`src/rtl/getir1_pkg.sv`:
```
// Shared constants and state encodings for the getir1 fetch stage.
package getir1_pkg;

    localparam int              G1_PS_BIT          = 32;
    localparam int              G1_KUYRUK_DERINLIK = 4;
    localparam logic [31:0]     G1_BASLANGIC_PS    = 32'h4000_0000;

    // YONLENDIR marks the single cycle that follows an accepted redirect.
    typedef enum logic {
        G1_CALIS     = 1'b0,
        G1_YONLENDIR = 1'b1
    } g1_durum_t;

endpackage

```
`src/rtl/getir1_if.sv`:
```
// Fetch-stage bundle: L1B request channel, getir2 PS channel and redirect/stall controls.
interface getir1_if #(
    parameter int PS_BIT = 32
);
    logic [PS_BIT-1:0] l1b_istek_ps_o;
    logic              l1b_istek_gecerli_o;
    logic              l1b_istek_hazir_i;
    logic              g2_istek_yapildi_o;
    logic [PS_BIT-1:0] g2_ps_o;
    logic              g2_ps_gecerli_o;
    logic              g2_ps_hazir_i;
    logic [PS_BIT-1:0] g2_dallanma_ps_i;
    logic              g2_dallanma_gecerli_i;
    logic [PS_BIT-1:0] yurut_bosalt_ps_i;
    logic              cek_bosalt_i;
    logic              cek_duraklat_i;

    modport master (
        output l1b_istek_ps_o, l1b_istek_gecerli_o, g2_istek_yapildi_o,
               g2_ps_o, g2_ps_gecerli_o,
        input  l1b_istek_hazir_i, g2_ps_hazir_i, g2_dallanma_ps_i,
               g2_dallanma_gecerli_i, yurut_bosalt_ps_i, cek_bosalt_i, cek_duraklat_i
    );

    modport slave (
        input  l1b_istek_ps_o, l1b_istek_gecerli_o, g2_istek_yapildi_o,
               g2_ps_o, g2_ps_gecerli_o,
        output l1b_istek_hazir_i, g2_ps_hazir_i, g2_dallanma_ps_i,
               g2_dallanma_gecerli_i, yurut_bosalt_ps_i, cek_bosalt_i, cek_duraklat_i
    );
endinterface

```
`src/rtl/getir1_ps_kuyrugu.sv`:
```
// In-order PS queue: show-ahead synchronous FIFO whose flush overrides push and pop.
module getir1_ps_kuyrugu #(
    parameter int GENISLIK = 32,
    parameter int DERINLIK = 4
) (
    input  logic                clk,
    input  logic                srst,
    input  logic                push,
    input  logic                pop,
    input  logic                flush,
    input  logic [GENISLIK-1:0] push_data,
    output logic                full,
    output logic                empty,
    output logic [GENISLIK-1:0] head
);
    localparam int AW = $clog2(DERINLIK);

    logic [GENISLIK-1:0] mem [DERINLIK];
    logic [AW-1:0]       wr_ptr_reg;
    logic [AW-1:0]       rd_ptr_reg;
    logic [AW:0]         count_reg;
    logic                push_ok;
    logic                pop_ok;

    assign full    = (count_reg == (AW+1)'(DERINLIK));
    assign empty   = (count_reg == '0);
    assign push_ok = push && !full && !flush && !srst;
    assign pop_ok  = pop && !empty && !flush;
    assign head    = mem[rd_ptr_reg];

    always_ff @(posedge clk) begin
        if (push_ok) begin
            mem[wr_ptr_reg] <= push_data;
        end
    end

    // Pointers wrap naturally because the depth is a power of two.
    always_ff @(posedge clk) begin
        if (srst || flush) begin
            wr_ptr_reg <= '0;
            rd_ptr_reg <= '0;
            count_reg  <= '0;
        end else begin
            if (push_ok) wr_ptr_reg <= wr_ptr_reg + 1'b1;
            if (pop_ok)  rd_ptr_reg <= rd_ptr_reg + 1'b1;
            case ({push_ok, pop_ok})
                2'b10:   count_reg <= count_reg + 1'b1;
                2'b01:   count_reg <= count_reg - 1'b1;
                default: count_reg <= count_reg;
            endcase
        end
    end

    doluluk_sinir: assert property (@(posedge clk) disable iff (srst)
        count_reg <= (AW+1)'(DERINLIK));

endmodule

```
`src/rtl/getir1.sv`:
```
// First fetch stage: generates the fetch PS, issues L1B requests and tracks them in order.
// Optional performance counters are enabled with GETIR1_BASARIM_SAYAC_EN.
module getir1
    import getir1_pkg::*;
#(
    parameter int              PS_BIT          = G1_PS_BIT,
    parameter int              KUYRUK_DERINLIK = G1_KUYRUK_DERINLIK,
    parameter logic [PS_BIT-1:0] BASLANGIC_PS  = G1_BASLANGIC_PS
) (
    input  logic     clk_i,
    input  logic     rst_i,
    getir1_if.master bus
`ifdef GETIR1_BASARIM_SAYAC_EN
    ,
    output logic [31:0] basarim_istek_sayisi_o,
    output logic [31:0] basarim_yonlendirme_sayisi_o
`endif
);
    g1_durum_t         state_reg, state_next;
    logic [PS_BIT-1:0] siradaki_ps_reg, siradaki_ps_next;
    logic [PS_BIT-1:0] hizali_ps;
    logic              redirect;
    logic              istek_gecerli;
    logic              handshake;
    logic              pop;
    logic              kuyruk_dolu;
    logic              kuyruk_bos;

    assign hizali_ps     = {siradaki_ps_reg[PS_BIT-1:2], 2'b00};
    assign redirect      = (bus.cek_bosalt_i || bus.g2_dallanma_gecerli_i) && !bus.cek_duraklat_i;
    // Valid is independent of hazir so L1B may wait on it without a combinational loop.
    assign istek_gecerli = !kuyruk_dolu && !bus.cek_duraklat_i && !redirect && !rst_i;
    assign handshake     = istek_gecerli && bus.l1b_istek_hazir_i;
    assign pop           = !kuyruk_bos && bus.g2_ps_hazir_i && !bus.cek_duraklat_i;

    assign bus.l1b_istek_ps_o      = hizali_ps;
    assign bus.l1b_istek_gecerli_o = istek_gecerli;
    assign bus.g2_istek_yapildi_o  = handshake;
    assign bus.g2_ps_gecerli_o     = !kuyruk_bos;

    getir1_ps_kuyrugu #(
        .GENISLIK (PS_BIT),
        .DERINLIK (KUYRUK_DERINLIK)
    ) u_ps_kuyrugu (
        .clk       (clk_i),
        .srst      (rst_i),
        .push      (handshake),
        .pop       (pop),
        .flush     (redirect),
        .push_data (siradaki_ps_reg),
        .full      (kuyruk_dolu),
        .empty     (kuyruk_bos),
        .head      (bus.g2_ps_o)
    );

    // Execute redirect outranks the predictor; the unaligned target bits are kept.
    always_comb begin
        siradaki_ps_next = siradaki_ps_reg;
        if (redirect && bus.cek_bosalt_i) begin
            siradaki_ps_next = bus.yurut_bosalt_ps_i;
        end else if (redirect) begin
            siradaki_ps_next = bus.g2_dallanma_ps_i;
        end else if (handshake) begin
            siradaki_ps_next = hizali_ps + PS_BIT'(4);
        end
    end

    always_comb begin
        state_next = G1_CALIS;
        case (state_reg)
            G1_CALIS:     state_next = redirect ? G1_YONLENDIR : G1_CALIS;
            G1_YONLENDIR: state_next = G1_CALIS;
            default:      state_next = G1_CALIS;
        endcase
    end

    always_ff @(posedge clk_i) begin
        if (rst_i) begin
            state_reg       <= G1_CALIS;
            siradaki_ps_reg <= BASLANGIC_PS;
        end else begin
            state_reg       <= state_next;
            siradaki_ps_reg <= siradaki_ps_next;
        end
    end

`ifdef GETIR1_BASARIM_SAYAC_EN
    logic [31:0] istek_sayisi_reg;
    logic [31:0] yonlendirme_sayisi_reg;

    always_ff @(posedge clk_i) begin
        if (rst_i) begin
            istek_sayisi_reg       <= '0;
            yonlendirme_sayisi_reg <= '0;
        end else begin
            if (handshake) istek_sayisi_reg <= istek_sayisi_reg + 32'd1;
            if (state_reg == G1_CALIS && state_next == G1_YONLENDIR) begin
                yonlendirme_sayisi_reg <= yonlendirme_sayisi_reg + 32'd1;
            end
        end
    end

    assign basarim_istek_sayisi_o       = istek_sayisi_reg;
    assign basarim_yonlendirme_sayisi_o = yonlendirme_sayisi_reg;
`endif

endmodule

```
`src/flat_wrapper.sv`:
```
// flat-port wrapper written by rule: the top's interface ports become plain ports
module getir1_flat import getir1_pkg::*;
#(
    parameter int              PS_BIT          = G1_PS_BIT,
    parameter int              KUYRUK_DERINLIK = G1_KUYRUK_DERINLIK,
    parameter logic [PS_BIT-1:0] BASLANGIC_PS  = G1_BASLANGIC_PS
)
  (clk_i, rst_i, bus_l1b_istek_ps_o, bus_l1b_istek_gecerli_o, bus_g2_istek_yapildi_o, bus_g2_ps_o, bus_g2_ps_gecerli_o, bus_l1b_istek_hazir_i, bus_g2_ps_hazir_i, bus_g2_dallanma_ps_i, bus_g2_dallanma_gecerli_i, bus_yurut_bosalt_ps_i, bus_cek_bosalt_i, bus_cek_duraklat_i);
  getir1_if #(.PS_BIT(PS_BIT)) bus_i ();
  input  logic clk_i;
  input  logic rst_i;
  output wire logic [$bits(bus_i.l1b_istek_ps_o)-1:0] bus_l1b_istek_ps_o;
  output wire logic [$bits(bus_i.l1b_istek_gecerli_o)-1:0] bus_l1b_istek_gecerli_o;
  output wire logic [$bits(bus_i.g2_istek_yapildi_o)-1:0] bus_g2_istek_yapildi_o;
  output wire logic [$bits(bus_i.g2_ps_o)-1:0] bus_g2_ps_o;
  output wire logic [$bits(bus_i.g2_ps_gecerli_o)-1:0] bus_g2_ps_gecerli_o;
  input wire logic [$bits(bus_i.l1b_istek_hazir_i)-1:0] bus_l1b_istek_hazir_i;
  input wire logic [$bits(bus_i.g2_ps_hazir_i)-1:0] bus_g2_ps_hazir_i;
  input wire logic [$bits(bus_i.g2_dallanma_ps_i)-1:0] bus_g2_dallanma_ps_i;
  input wire logic [$bits(bus_i.g2_dallanma_gecerli_i)-1:0] bus_g2_dallanma_gecerli_i;
  input wire logic [$bits(bus_i.yurut_bosalt_ps_i)-1:0] bus_yurut_bosalt_ps_i;
  input wire logic [$bits(bus_i.cek_bosalt_i)-1:0] bus_cek_bosalt_i;
  input wire logic [$bits(bus_i.cek_duraklat_i)-1:0] bus_cek_duraklat_i;
  assign bus_l1b_istek_ps_o = bus_i.l1b_istek_ps_o;
  assign bus_l1b_istek_gecerli_o = bus_i.l1b_istek_gecerli_o;
  assign bus_g2_istek_yapildi_o = bus_i.g2_istek_yapildi_o;
  assign bus_g2_ps_o = bus_i.g2_ps_o;
  assign bus_g2_ps_gecerli_o = bus_i.g2_ps_gecerli_o;
  assign bus_i.l1b_istek_hazir_i = bus_l1b_istek_hazir_i;
  assign bus_i.g2_ps_hazir_i = bus_g2_ps_hazir_i;
  assign bus_i.g2_dallanma_ps_i = bus_g2_dallanma_ps_i;
  assign bus_i.g2_dallanma_gecerli_i = bus_g2_dallanma_gecerli_i;
  assign bus_i.yurut_bosalt_ps_i = bus_yurut_bosalt_ps_i;
  assign bus_i.cek_bosalt_i = bus_cek_bosalt_i;
  assign bus_i.cek_duraklat_i = bus_cek_duraklat_i;
  getir1 #(.PS_BIT(PS_BIT), .KUYRUK_DERINLIK(KUYRUK_DERINLIK), .BASLANGIC_PS(BASLANGIC_PS)) u_core (.clk_i(clk_i), .rst_i(rst_i), .bus(bus_i));
endmodule
```
`config.mk`:
```
export PLATFORM = sky130hd
export DESIGN_NAME = getir1_flat
export DESIGN_NICKNAME = d
export VERILOG_FILES = /design/src/rtl/getir1_pkg.sv /design/src/rtl/getir1_if.sv /design/src/rtl/getir1_ps_kuyrugu.sv /design/src/rtl/getir1.sv /design/src/flat_wrapper.sv
export SDC_FILE = /design/constraint.sdc
export NUM_CORES = 1
export LEC_CHECK = 0
export CAP_MARGIN = 25
export CELL_PAD_IN_SITES_DETAIL_PLACEMENT = 0
export CELL_PAD_IN_SITES_GLOBAL_PLACEMENT = 1
export CORE_ASPECT_RATIO = 1.1
export CORE_MARGIN = 4
export CORE_UTILIZATION = 35
export CTS_CLUSTER_SIZE = 40
export DETAILED_ROUTE_END_ITERATION = 16
export PLACE_DENSITY = 0.77
export SYNTH_ARGS = -nofsm -noshare
export SYNTH_HDL_FRONTEND = slang
export SYNTH_SLANG_ARGS = --single-unit
```
`constraint.sdc`:
```
create_clock -name clk_i -period 3.1 [get_ports clk_i]
set_input_delay 0.775 -clock clk_i [delete_from_list [all_inputs] [get_ports clk_i]]
set_output_delay 0.775 -clock clk_i [all_outputs]
set_load 0.05 [all_outputs]
```
# Yosys cells after proc, flatten, opt, wreduce, memory -nomap -nowiden
# Memories as Yosys holds them, arrays and structs flattened. A register that Yosys moved wholly into a read port is not among the register bits.
# Cells that the tools add are included.
dict set report totals {
  input_bits 71
  wordCells 44
  output_inout_bits 67
  ff_bits 39
  ramBits 128
  mem_count 1
}
# memory words word_bits rd rd_ports_with_merged_regs wr line_no
set mem_list {}
lappend mem_list {u_core.u_ps_kuyrugu.mem 4 32 1 1 1 getir1_ps_kuyrugu.sv:18} ;# logic [GENISLIK-1:0] mem [DERINLIK];
dict set report op_classes {
  eq_ne 3
  reduce_logical 23
  add_sub_neg 5
  n_mux 8
}
# cell n
set op_table {}
lappend op_table {{$mux 32} 3}
lappend op_table {{$add 32x3->32 const B} 1}
lappend op_table {{$logic_and 1x1->1} 13}
lappend op_table {{$pmux 3 s2} 1}
lappend op_table {{$logic_not 1->1} 5}
lappend op_table {{$add 2x1->2 const B} 2}
lappend op_table {{$mux 2} 2}
lappend op_table {{$add 3x1->3 const B} 1}
lappend op_table {{$eq 3x3->1 const B} 1}
lappend op_table {{$logic_not 3->1} 1}
lappend op_table {{$reduce_bool 3->1} 1}
lappend op_table {{$sub 3x1->3 const B} 1}
lappend op_table {{$eq 2x1->1 const B} 1}
lappend op_table {{$eq 2x2->1 const B} 1}
lappend op_table {{$logic_or 1x1->1} 2}
lappend op_table {{$mux 1} 2}
lappend op_table {{$reduce_bool 2->1} 1}

# Longest topological paths before layout
# Gate-level depths: netlist of run 1.
dict set report depth {
  depth_word 11
  mapped_depth 12
}

# Cells and area by module
# Synthesis of run 1 repeated with hierarchy kept, for this count alone.
dict set report hier_totals {
  cells_unflattened 603
  area_unflattened_um2 7892.6
}
# mod area_per_inst_um2 cells_per_inst instances
set by_module_without_submodules {}
lappend by_module_without_submodules {getir1_ps_kuyrugu 5154.9 222 1}
lappend by_module_without_submodules {getir1 2737.6 381 1}

# Worst setup path before layout of run 1
# OpenSTA, ideal clock, no wires.
dict set report synth_path {
  path_type {input port to output port}
  start {input bus_cek_bosalt_i}
  end {output bus_l1b_istek_gecerli_o}
  t_arrival_ns 2.693
  slack_ns -0.368
  path_buffers 2
  cell_stages 5
  path_cell_list {clkbuf_1 o21bai_1 nand2_1 clkbuf_1 nor3_1}
}
dict set report synth_via {
  elab_chain_cells 5
}
# item line_no
set synth_rtl {}
lappend synth_rtl {{start: declaration} flat_wrapper.sv:22} ;# input wire logic [$bits(bus_i.cek_bosalt_i)-1:0] bus_cek_bosalt_i;
lappend synth_rtl {{$logic_or 1x1->1} getir1.sv:30} ;# assign redirect = (bus.cek_bosalt_i || bus.g2_dallanma_gecerli_i) && !bus.cek_duraklat_i;
lappend synth_rtl {{$logic_and 1x1->1} getir1.sv:30}
lappend synth_rtl {{$logic_not 1->1} getir1.sv:32} ;# assign istek_gecerli = !kuyruk_dolu && !bus.cek_duraklat_i && !redirect && !rst_i;
lappend synth_rtl {{$logic_and 1x1->1 (2 in a row)} getir1.sv:32}
lappend synth_rtl {{end: declaration} flat_wrapper.sv:13} ;# output wire logic [$bits(bus_i.l1b_istek_gecerli_o)-1:0] bus_l1b_istek_gecerli_o;
# No other way between the ends.

# Worst setup path in the final report of run 1
dict set report layout_path {
  start {input bus_cek_duraklat_i}
  end {output bus_l1b_istek_gecerli_o}
}
dict set report layout_via {
  elab_chain_cells 5
}
# item line_no
set layout_rtl {}
lappend layout_rtl {{start: declaration} flat_wrapper.sv:23} ;# input wire logic [$bits(bus_i.cek_duraklat_i)-1:0] bus_cek_duraklat_i;
lappend layout_rtl {{$logic_not 1->1 (*)} {getir1.sv:30, getir1.sv:32}}
lappend layout_rtl {{$logic_and 1x1->1} getir1.sv:30}
lappend layout_rtl {{$logic_not 1->1} getir1.sv:32}
lappend layout_rtl {{$logic_and 1x1->1 (*) (2 in a row)} getir1.sv:32}
# Every way passes the cells marked *; elsewhere a longest branch is shown, timed or not.

==> results.py, run 1 <==
metrics = {
    "place": {
        "port_buffers": 135,
        "dp_hpwl_um": 14900,
        "dp_slack_ns": 0.0411,
        "gp_congestion": 0.914,
        "dpl.cell_count": 960,
    },
    "setup_path": {
        "path_delay_family": "buffers and inverters",
        "startpoint": "bus_cek_duraklat_i",
        "crit_chain": "clkdlybuf4s50_1 -> o21bai_2 -> nand2_1 -> nor3_2 -> buf_12",
        "cp_data_arrival_time_ns": 2.17,
        "rr_startpoint": "u_core.siradaki_ps_reg[2]",
        "cp.required_ns": 2.32,
        "crit_type": "primary input to primary output",
        "cpPeakStageDelay_ns": 0.60,
        "path_max_fanout": 6,
        "regToRegEndpoint": "u_core.siradaki_ps_reg[30]",
        "r2r_cells": 5,
        "ff2ff_setup_slack_ns": 0.72,
        "cpMaxStageDelayCell": "clkdlybuf4s50_1",
        "cp.buffers_inverters": 2,
        "crit_path_start_kind": "primary input",
        "endpoint_kind": "primary output",
    },
    "clocking": {
        "htree_num_levels": 4,
        "cts_tree": "done",
        "clock_path_buffers": 2,
        "cts_buffers": 17,
        "cts_hold_buf": 0,
        "cts_resized": 0,
        "post-cts-setup-buffers": 0,
        "cts.sinks": 169,
        "clkTransAtPathRegs_ns": 0.06,
        "worstSkewPairLatency_ns": 0.43,
        "cts_root_buffer": "clkbuf_16",
    },
    "timing": {
        "hold_viol_final": 0,
        "grt_setup_unrepaired": "no",
        "max_clock_freq_mhz": 340,
        "fin_skew_ns": 0.0104,
        "slew_violations": 0,
        "finalSetupViolations": 0,
        "period_needed_ns": 2.94,
        "tns_ns": 0,
        "worstMarginPinSlew_ns": 0.570,
        "fin_ws_ns": 0.160,
        "fin_crit_sh": 0.949,
        "maxSlewHeadroom": 0.616,
    },
    "floorplanning": {
        "start_util": 0.360,
        "fp.dieH_um": 164,
        "core-area_um2": 21500,
        "rows": 56,
        "die_w_um": 150,
        "top_level_ports": 138,
        "die_area_um2": 24600,
    },
    "route": {
        "final_antenna_net_count": 0,
        "vias": 5343,
        "drt_iter0_markers": 422,
        "drt-wirelength-per-cell_um": 21.1,
        "drt_first_pass_iters": 5,
        "drcViolationCount": 0,
        "viasPerCell": 5.38,
        "wirelength_um": 21000,
    },
    "cells_and_area": {
        "synthToLayoutAreaGrowth_pct": 33.9,
        "fill_cells": 1840,
        "drive_gt1_frac": 0.244,
        "finalNonFillerCells": 993,
        "fin_util": 0.482,
        "fin_nets": 767,
        "largest_reg_flops": 128,
    },
    "hold_path": {
        "hold_class": "register to register",
        "hold_start": "u_core.u_ps_kuyrugu.wr_ptr_reg[1]",
        "min_to": "u_core.u_ps_kuyrugu.wr_ptr_reg[1]",
        "hold_depth": 2,
    },
    "global_routing": {
        "grt_pass1_vias": 5496,
        "antenna_found_initial": 0,
        "grt_pass1_wl_um": 32400,
        "gr-total-overflow": 0,
        "track_usage": 0.176,
        "grt_max_degree": 44,
    },
    "yosys": {
        "synth_area_leader_cell": "edfxtp_1",
        "synthCells": 556,
        "synth_area_um2": 7740,
        "ys_warn_count": 0,
        "synth_seq_cells": 169,
        "synthTopCellsByArea": "edfxtp_1 50%, dfxtp_1 11%, mux4_2 9.3%, buf_4 3.2%, mux2_2 1.7%",
        "yosys_most_used_dff": "edfxtp_1",
        "avgSynthCellArea_um2": 13.9,
        "synth_cell_types": 65,
        "synth-async-reset-ratio": 0,
        "synth_top_cell_area_share": 0.497,
        "seq_area_frac_synth": 0.603,
        "synth_edf_count": 128,
    },
    "power": {
        "p_leak_nw": 3.45,
        "irDropWorstVdd_v": 0.000302,
        "powerDensity_nw_per_um2": 506,
        "power_w": 0.00524,
    },
    "job": {
        "max_cap_violations": 0,
    },
    "run_status": {
        "outcome": "finished, final reports clean",
    },
}
==> placed cells by master, fill, tap and decap left out, types with 19 or more instances in the layout <==
cell               n
buf_4             34
buf_12            38
o21ai_0           21
nor2_1            19
dfxtp_1           40
edfxtp_1         128
mux4_2            32
nand2_1           23
clkdlybuf4s50_1  100
==> per-stage QoR <==
step	cell area [µm²]	hold slack (ns)
floorplan	7750	0.460
global placement	9780	0.481
detailed placement	9780	0.494
CTS	10400	0.503
global route	10400	0.535
finish	10400	0.506
==> cells by family (layout without fill, tap and decap cells) <==
family | after synthesis | in the layout | synth area share
compound gates | 92 | 92 | 0.0805
xor+xnor | 9 | 9 | 0.0102
fa+ha+maj | 7 | 7 | 0.0123
buf+inv | 71 | 216 | 0.0516
flops | 169 | 169 | 0.603
mux | 50 | 50 | 0.118
other cells | 1 | 3 | 0.000485
simple gates | 157 | 157 | 0.124
==> synth_stat cells, types with 3 or more instances <==
library cell    n
buf_4          33
xnor2_1         4
nand2_1        23
or4_2           3
o211ai_1        8
nand3b_1        3
a211oi_1        7
a31oi_1        13
a21oi_1        12
nor4_1          4
clkbuf_1       18
o21ai_0        21
edfxtp_1      128
mux2i_1         6
buf_2           7
and4_1          6
mux2_2         12
or3_1          10
nand2b_1        3
nand4_2         3
nor2_1         19
a311oi_1        7
mux4_2         32
and3_1         10
a22o_1          3
nor2b_1         9
or4_1          10
nand3_1        17
xor2_1          5
dfxtp_1        41
nor3_1          6
inv_1          10
nand4_1        14
and2_1          3
ha_1            6
o31ai_1         6
==> power breakdown <==
group          internal (W)  switching [W]
clock               0.00115       0.000898
sequential          0.00249      0.0000757
combinational      0.000276       0.000354
total               0.00392        0.00133
==> how the worst max path moves through the flow <==
| stage | end | slack (ns) | depth (start not counted) |
|---|---|---|---|
| floorplan | bus_g2_istek_yapildi_o | 0.04 | 7 |
| global route | bus_l1b_istek_gecerli_o | 0.13 | 5 |
| finish | bus_l1b_istek_gecerli_o | 0.16 | 5 |
| CTS | bus_l1b_istek_gecerli_o | 0.19 | 5 |
| detailed placement | u_core.u_ps_kuyrugu.count_reg[2] | 0.04 | 10 |
| global placement | u_core.u_ps_kuyrugu.count_reg[2] | 0.14 | 10 |
==> tightest hold or removal path: stages, from the launching register on <==
cell	delay, ns
dfxtp_1	0.34
nand2_1	0.07
a21oi_1	0.06
==> per-layer routing <==
layer / up-vias / track usage / routed length (µm)
met5: - / 0 / 0
met4: 0 / 0.0732 / 542
met3: 31 / 0.0309 / 946
met2: 171 / 0.304 / 10900
met1: 2679 / 0.217 / 8560
li1: 2462 / - / -
==> cell type report <==
class,instances,area [µm²],area share
inverters,11,41.3,0.00399
clock inverters,14,136,0.0132
clock buffers,18,439,0.0424
diodes,1,2.50,0.000242
multi-input cells,317,2690,0.260
well taps,290,363,0.0350
repair buffers,173,2020,0.195
flip-flops and latches,169,4670,0.450
Note: power is estimated with default switching activity, not from simulation.
==> run 2: changes to the inputs <==
--- a/config.mk
+++ b/config.mk
@@ -13,3 +13,3 @@
 export CORE_UTILIZATION = 35
-export CTS_CLUSTER_SIZE = 40
+export CTS_CLUSTER_SIZE = 28
 export DETAILED_ROUTE_END_ITERATION = 16
==> constraint.sdc (replaced) <==
create_clock -name clk_i -period 3.1 [get_ports clk_i]
set_input_delay 0.31 -clock clk_i [delete_from_list [all_inputs] [get_ports clk_i]]
set_output_delay 0.31 -clock clk_i [all_outputs]
set_load 0.05 [all_outputs]
==> run 2 against run 1 <==
Total power is 3.6% higher. Sequential power barely moved. Clock skew about the same. Non-clock buffer count shrank 8. Register-to-register slack worse by 0.06 ns. Critical path type is now register to primary output. Cell count down 0.91%. Utilization shrank 1.9 points. Critical endpoint is now bus_g2_ps_o[18]. Routed wire length down 2.9%.
==> results.py, run 2 (synthesis results as in run 1) <==
metrics = {
    "clocking": {
        "cts_hold_buf": 0,
        "worstSkewPairLatency_ns": 0.43,
        "cts_resized": 0,
        "htree_num_levels": 4,
        "cts_tree": "done",
        "cts_root_buffer": "clkbuf_16",
        "clkTransAtPathRegs_ns": 0.06,
        "cts_buffers": 17,
        "cts.sinks": 169,
        "clock_path_buffers": 2,
        "post-cts-setup-buffers": 0,
    },
    "route": {
        "drt-wirelength-per-cell_um": 20.7,
        "wirelength_um": 20400,
        "vias": 5274,
        "final_antenna_net_count": 0,
        "drcViolationCount": 0,
        "drt_first_pass_iters": 5,
        "drt_iter0_markers": 426,
        "viasPerCell": 5.36,
    },
    "timing": {
        "max_clock_freq_mhz": 371,
        "fin_skew_ns": 0.0100,
        "finalSetupViolations": 0,
        "fin_crit_sh": 0.870,
        "tns_ns": 0,
        "hold_viol_final": 0,
        "maxSlewHeadroom": 0.524,
        "slew_violations": 0,
        "worstMarginPinSlew_ns": 0.708,
        "period_needed_ns": 2.70,
        "grt_setup_unrepaired": "no",
    },
    "place": {
        "dpl.cell_count": 952,
        "dp_hpwl_um": 14700,
        "port_buffers": 135,
        "gp_congestion": 0.840,
    },
    "cells_and_area": {
        "final_cell_mix": "128 x edfxtp_1, 111 x clkdlybuf4s50_1, 50 x buf_4",
        "fill_cells": 1908,
        "final_common_cell": "edfxtp_1",
        "antennaDiodeCount": 0,
        "finalNonFillerCells": 984,
        "fin_util": 0.462,
        "fin_nets": 759,
        "largest_reg_flops": 128,
        "register_area_um2": 4670,
        "synthToLayoutAreaGrowth_pct": 28.5,
        "drive_gt1_frac": 0.213,
        "multi_input_area_um2": 2680,
    },
    "floorplanning": {
        "start_util": 0.360,
        "rows": 56,
        "fp.dieH_um": 164,
        "core-area_um2": 21500,
        "die_w_um": 150,
        "die_area_um2": 24600,
        "top_level_ports": 138,
    },
    "run_status": {
        "outcome": "finished, final reports clean",
    },
    "setup_path": {
        "crit_type": "register to primary output",
        "path_max_fanout": 14,
        "endpoint_kind": "primary output",
        "cp.required_ns": 2.79,
        "regToRegEndpoint": "u_core.u_ps_kuyrugu.count_reg[2]",
        "crit_path_start_kind": "register",
        "r2r_cells": 9,
        "rr_startpoint": "u_core.u_ps_kuyrugu.count_reg[2]",
        "ff2ff_setup_slack_ns": 0.66,
        "cp_data_arrival_time_ns": 2.39,
    },
    "power": {
        "irDropWorstVdd_v": 0.000287,
        "p_leak_nw": 3.28,
        "power_w": 0.00543,
        "powerDensity_nw_per_um2": 546,
    },
    "hold_path": {
        "min_to": "u_core.siradaki_ps_reg[27]",
        "hold_class": "primary input to register",
        "hold_start": "bus_cek_bosalt_i",
        "hold_depth": 5,
    },
    "job": {
        "max_cap_violations": 0,
    },
    "global_routing": {
        "gr-total-overflow": 0,
        "track_usage": 0.169,
        "grt_pass1_wl_um": 31400,
        "antenna_found_initial": 0,
        "grt_pass1_vias": 5483,
        "grt_max_degree": 44,
    },
}
-- run 2: where the power goes --
group          internal, W  switching (W)
registers          0.00249      0.0000836
clock network      0.00137       0.000908
logic             0.000243       0.000333
-- run 2: metal layers --
layer	wire [µm]	track usage	up-vias
li1	-	-	2431
met1	8350	0.212	2634
met2	10300	0.283	182
met3	1250	0.0447	27
met4	478	0.0611	0
met5	0	0	-
-- run 2: how the worst max path moves through the flow --
stage / start / to / slack [ns]
final: register / bus_g2_ps_o[18] / 0.40
after global routing: register / bus_g2_ps_o[18] / 0.29
after CTS: register / bus_g2_ps_o[18] / 0.34
after detailed placement: bus_g2_dallanma_gecerli_i / u_core.u_ps_kuyrugu.count_reg[2] / 0.39
after global placement: bus_g2_dallanma_gecerli_i / u_core.u_ps_kuyrugu.count_reg[2] / 0.49
after floorplan: bus_cek_bosalt_i / u_core.u_ps_kuyrugu.mem[0][0] / 0.42
-- run 2: final cells by class --
type,instances,share of cell area
Timing Repair Buffer,165,0.156
Clock buffer,17,0.0428
Inverter,11,0.00415
Multi-Input combinational cell,317,0.270
Clock inverter,15,0.0213
Sequential cell,169,0.469
Tap cell,290,0.0365
-- run 2: worst max-delay path, stage by stage, from the launching register on --
cell and delay, ns:
dfxtp_2 0.64, mux4_2 0.59, clkdlybuf4s50_1 0.72
-- run 2: stage by stage --
| stage | area [µm²] | setup WS, ns | hold WS [ns] |
|---|---|---|---|
| detailed placement | 9300 | 0.390 | 0.505 |
| finish | 9940 | 0.403 | 0.485 |
| floorplan | 7740 | 0.416 | 0.460 |
| global route | 9940 | 0.290 | 0.531 |
| global placement | 9300 | 0.487 | 0.482 |
| CTS | 9940 | 0.342 | 0.487 |
